--- config.mk ---
export PLATFORM = sky130hd
export DESIGN_NAME = bin_to_bcd_conv
export DESIGN_NICKNAME = d
export VERILOG_FILES = /design/src/rtl/bin_to_bcd_conv.sv
export SDC_FILE = /design/constraint.sdc
export NUM_CORES = 1
export LEC_CHECK = 0
export CELL_PAD_IN_SITES_DETAIL_PLACEMENT = 0
export CELL_PAD_IN_SITES_GLOBAL_PLACEMENT = 1
export CORE_MARGIN = 1.5
export CORE_UTILIZATION = 44
export DETAILED_ROUTE_END_ITERATION = 6
export PLACE_DENSITY_LB_ADDON = 0.1
export SLEW_MARGIN = 10
export SYNTH_ARGS = -nofsm -noshare
export SYNTH_HDL_FRONTEND = slang
export SYNTH_SLANG_ARGS = --single-unit
--- constraint.sdc ---
create_clock -name clk -period 3.1 [get_ports clk]
set_clock_uncertainty 0.2 [all_clocks]
set_input_delay 0.62 -clock clk [delete_from_list [all_inputs] [get_ports clk]]
set_output_delay 0.62 -clock clk [all_outputs]
set_load 0.05 [all_outputs]
--- src/rtl/bin_to_bcd_conv.sv ---
// bin_to_bcd_conv: sequential binary-to-BCD converter (shift-and-add-3, one bit per clock).
// Produces packed BCD digits for the seven-segment display chain (credit / price).
//
// Parameters:
//   W  binary input width
//   D  number of BCD output digits (10^D must exceed 2^W - 1)
//
// Ports:
//   clk    system clock, rising edge
//   rst    synchronous active-high reset
//   start  conversion request, sampled only while idle
//   bin    unsigned binary value, captured on the accepted start edge
//   busy   high while a conversion is in progress (registered)
//   done   one-cycle pulse, bcd valid from this cycle onward (registered)
//   bcd    packed BCD, digit i in bits [4i+3:4i], digit 0 least significant (registered)
module bin_to_bcd_conv #(
  parameter int unsigned W = 8,
  parameter int unsigned D = 3
) (
  input  logic             clk,
  input  logic             rst,
  input  logic             start,
  input  logic [W-1:0]     bin,
  output logic             busy,
  output logic             done,
  output logic [4*D-1:0]   bcd
);

  localparam int unsigned BcdW = 4 * D;
  localparam int unsigned RegW = BcdW + W;
  localparam int unsigned CntW = $clog2(W + 1);

  // Elaboration-time check that D digits can hold the full-scale binary value.
  function automatic longint unsigned pow10(input int unsigned n);
    longint unsigned p;
    p = 64'd1;
    for (int unsigned i = 0; i < n; i++) begin
      p = p * 64'd10;
    end
    return p;
  endfunction

  localparam longint unsigned MaxBin = (64'd1 << W) - 64'd1;

  if (pow10(D) <= MaxBin) begin : g_bad_digits
    $error("bin_to_bcd_conv: D digits cannot represent 2^W - 1");
  end

  typedef enum logic [1:0] {
    StIdle,
    StShift,
    StDone
  } state_e;

  state_e            state_q, state_d;
  logic [RegW-1:0]   sreg_q, sreg_d;    // {work digits, binary remainder}
  logic [CntW-1:0]   cnt_q, cnt_d;      // shifts remaining
  logic [BcdW-1:0]   bcd_q, bcd_d;
  logic              busy_q, done_q;

  logic [BcdW-1:0]   work;
  logic [BcdW-1:0]   corr;
  logic [RegW-1:0]   shifted;

  // Add-3 correction on every digit in parallel, no carry between digits, then shift left.
  always_comb begin
    work = sreg_q[RegW-1:W];
    corr = work;
    for (int unsigned i = 0; i < D; i++) begin
      if (work[4*i +: 4] >= 4'd5) begin
        corr[4*i +: 4] = work[4*i +: 4] + 4'd3;
      end else begin
        corr[4*i +: 4] = work[4*i +: 4];
      end
    end
    shifted = {corr, sreg_q[W-1:0]} << 1;
  end

  always_comb begin
    state_d = state_q;
    sreg_d  = sreg_q;
    cnt_d   = cnt_q;
    bcd_d   = bcd_q;
    unique case (state_q)
      StIdle: begin
        if (start) begin
          sreg_d  = {{BcdW{1'b0}}, bin};
          cnt_d   = CntW'(W);
          state_d = StShift;
        end
      end
      StShift: begin
        sreg_d = shifted;
        cnt_d  = cnt_q - CntW'(1);
        // Last of the W shifts: publish the post-shift work field.
        if (cnt_q == CntW'(1)) begin
          bcd_d   = shifted[RegW-1:W];
          state_d = StDone;
        end
      end
      StDone: begin
        state_d = StIdle;
      end
      default: begin
        state_d = StIdle;
      end
    endcase
  end

  // Outputs are registered from the next state so they line up with the state register.
  always_ff @(posedge clk) begin
    if (rst) begin
      state_q <= StIdle;
      sreg_q  <= '0;
      cnt_q   <= '0;
      bcd_q   <= '0;
      busy_q  <= 1'b0;
      done_q  <= 1'b0;
    end else begin
      state_q <= state_d;
      sreg_q  <= sreg_d;
      cnt_q   <= cnt_d;
      bcd_q   <= bcd_d;
      busy_q  <= (state_d == StShift);
      done_q  <= (state_d == StDone);
    end
  end

  assign busy = busy_q;
  assign done = done_q;
  assign bcd  = bcd_q;

endmodule

==> results.toml <==
[status]
outcome = "completed"

[power_and_ir_drop]
swShare = 0.2709
p_seq_frac = 0.535
power_density_mw_per_mm2 = 463.2
p_clk_frac = 0.317
power_switching_w = 0.0002804
leakage_nw = 0.8029
ir_drop_mv = 0.3322
p_int_w = 0.0007546
p_comb_frac = 0.148

[yosys]
synth_flop_cell = "dfxtp_1"
synth_area_per_cell_um2 = 8.857
netlist_area_mm2 = 0.001913
synth_warnings = 0
synthArstFlopShare = 0
synth_nets = 235
ys_seq_elements = 40
synthDistinctLibCells = 33
synth_edf_count = 0
yosysSeqAreaShare = 0.4186
synthCells = 216

[setup_path]
setup.worst_path.class = "reg -> out"
slowest_delay_ps = 810
path_delay_family = "buffers and inverters"
cp-end-kind = "output pin"
crit_start = "bcd[4]"
worstPathCellList = "clkdlybuf4s50_1"
path_max_fanout = 2
regToRegStartpoint = "state_q[0]"
crit_slowest_cell = "clkdlybuf4s50_1"
reg2reg_depth = 5
worst-path-buf-inv = 1
r2r_end = "bcd[11]"
ff2ff_setup_slack_ps = 1200
critPathLaunchType = "register"
cp.required_ps = 2280
worstPathArrival_ps = 1460

[cts]
clk_latency_ps = 290
cts_tree = "built"
htree_levels = 2
cts_root_buf = "clkbuf_8"
ctsResizeCount = 0
clock_sinks = 40
cts.clk_slew.worst_paths_ps = 80
cts_buffers = 5
post_cts_buffers = 0
cts_hold_buf = 0
clockBufferDepth = 2

[sta]
finalSetupTns_ps = 0
slew_headroom = 0.6445
timing.final.crit_share = 0.7371
slew_violations = 0
hold_viol_final = 0
fmax_mhz = 437.6
rsz0062_at_grt = "false"
tightest_slew_ps = 531.2
setup_viol = 0
period_needed_ps = 2285
hold_ws_ps = 270.3
setup_slack_ps = 815.1

[floorplanning]
initial_core_util = 0.4682
ioPinCount = 25
die-area_mm2 = 0.004753
num_rows = 23
die_x_um = 68.94
design.core.area_mm2 = 0.004086
dieHeight_um = 68.94

[detailed_routing]
dr.pass1.iters = 4
drtIter0Drc = 91
drc = 0
wl_per_cell_um = 14.29
antenna_left = 0
routed-via-count = 1572
vias_per_cell = 5.458
wirelength_mm = 4.115

[final_layout]
diodes = 0
fin_nets = 257
stdcell_area_mm2 = 0.002235
nFillCells = 363
area_growth_pct = 16.81
utilization = 0.5468
final_common_cell = "dfxtp_1"
layout_common_cells = "40 x dfxtp_1, 35 x nor2_1, 24 x clkdlybuf4s50_1, 17 x a21oi_1, 14 x nor3_1"
drive_gt1_frac = 0.1218

[run]
drv_cap = 0

[placed_design]
dp_hpwl_mm = 2.933
port_buffers = 24
placedInstanceArea_mm2 = 0.002157
routabilityCongestion = 0.8266
dp_worst_setup_slack_ps = 595.9

[global_route]
grt_max_degree = 23
grt_pass1_wl_mm = 6.824
antenna_found_initial = 0
grt_pass1_vias = 1434
overflow = 0
grt_usage = 0.1971

[worst_hold_path]
min_to = "bcd[0]"
min-delay-start = "bcd[0]"
hp-class = "reg -> reg"
min_path_cells = 2
==> logic make-up (layout without fill, tap and decap cells) <==
kind of cell,count (synthesis),after routing,share of synthesized area
fa+ha+maj,8,8,0.05232
flops,40,40,0.4186
compound gates,49,49,0.1713
buf+inv,23,45,0.06606
simple gates,89,89,0.2544
mux,4,4,0.02354
xor+xnor,3,3,0.01374
==> power by group through the flow <==
| stage | Combinational, W | Clock [W] | Sequential (W) |
|---|---|---|---|
| finish | 0.000154 | 0.000328 | 0.000554 |
| global route | 0.000171 | 0.000364 | 0.000557 |
| CTS | 0.000155 | 0.000337 | 0.000553 |
| detailed placement | 0.000154 | 0 | 0.000565 |
| global placement | 0.000151 | 0 | 0.000564 |
| floorplan | 0.000102 | 0 | 0.000577 |
==> through the flow <==
| stage | total power, W | instances |
|---|---|---|
| 2_1_floorplan | 0.0006790 | 216 |
| 3_3_place_gp | 0.0007150 | 281 |
| 3_5_place_dp | 0.0007189 | 281 |
| 4_1_cts | 0.001045 | 288 |
| 5_1_grt | 0.001092 | 288 |
| 6_report | 0.001035 | 288 |
==> cell type report <==
type | count | area, um2 | area share
clock buffer | 6 | 72.57 | 0.03247
clock inverter | 1 | 5.005 | 0.002240
inverter | 10 | 37.54 | 0.01680
multi-input combinational | 153 | 985.9 | 0.4412
sequential | 40 | 800.8 | 0.3583
tap | 50 | 62.56 | 0.02800
timing repair buffer | 28 | 270.3 | 0.1209
==> state kept, by name, indices dropped and copies added, names as in the netlist <==
signal / cells
bcd: 12
sreg_q: 20
cnt_q: 4
busy: 1
done: 1
state_q: 2
==> layer usage <==
| layer | share of wire | global-route usage | wire [um] |
|---|---|---|---|
| met3 | 0.044 | 0.05682 | 183 |
| met4 | 0.014 | 0.06863 | 59 |
| met5 | 0 | 0 | 0 |
| met2 | 0.47 | 0.3233 | 1937 |
| met1 | 0.47 | 0.2470 | 1933 |
==> how the worst max path moves through the flow <==
| stage | end | slack, ps | depth (start not counted) |
|---|---|---|---|
| 2_1_floorplan | sreg_q[15] | 1380 | 6 |
| 3_3_place_gp | sreg_q[7] | 680 | 6 |
| 3_5_place_dp | sreg_q[3] | 600 | 6 |
| 4_1_cts | bcd[4] | 810 | 1 |
| 5_1_grt | sreg_q[4] | 710 | 6 |
| 6_report | bcd[4] | 820 | 1 |
==> synth_stat cells (all sizes together), types with 3 or more instances <==
cell type / n / area [um2]
buf: 9 / 73.82
nor3b: 6 / 56.31
mux2: 4 / 45.04
nor2: 37 / 143.9
a211oi: 9 / 77.57
ha: 8 / 100.1
inv: 10 / 37.54
clkbuf: 4 / 15.01
nand2b: 6 / 45.04
xnor2: 3 / 26.28
dfxtp: 40 / 800.8
a21oi: 17 / 85.08
nand2: 3 / 13.77
o21ai: 15 / 97.59
nand3: 3 / 15.01
nand3b: 10 / 75.07
nor3: 14 / 70.07
nor2b: 8 / 52.55
o32ai: 5 / 43.79
Note: power is estimated with default switching activity, not from simulation.
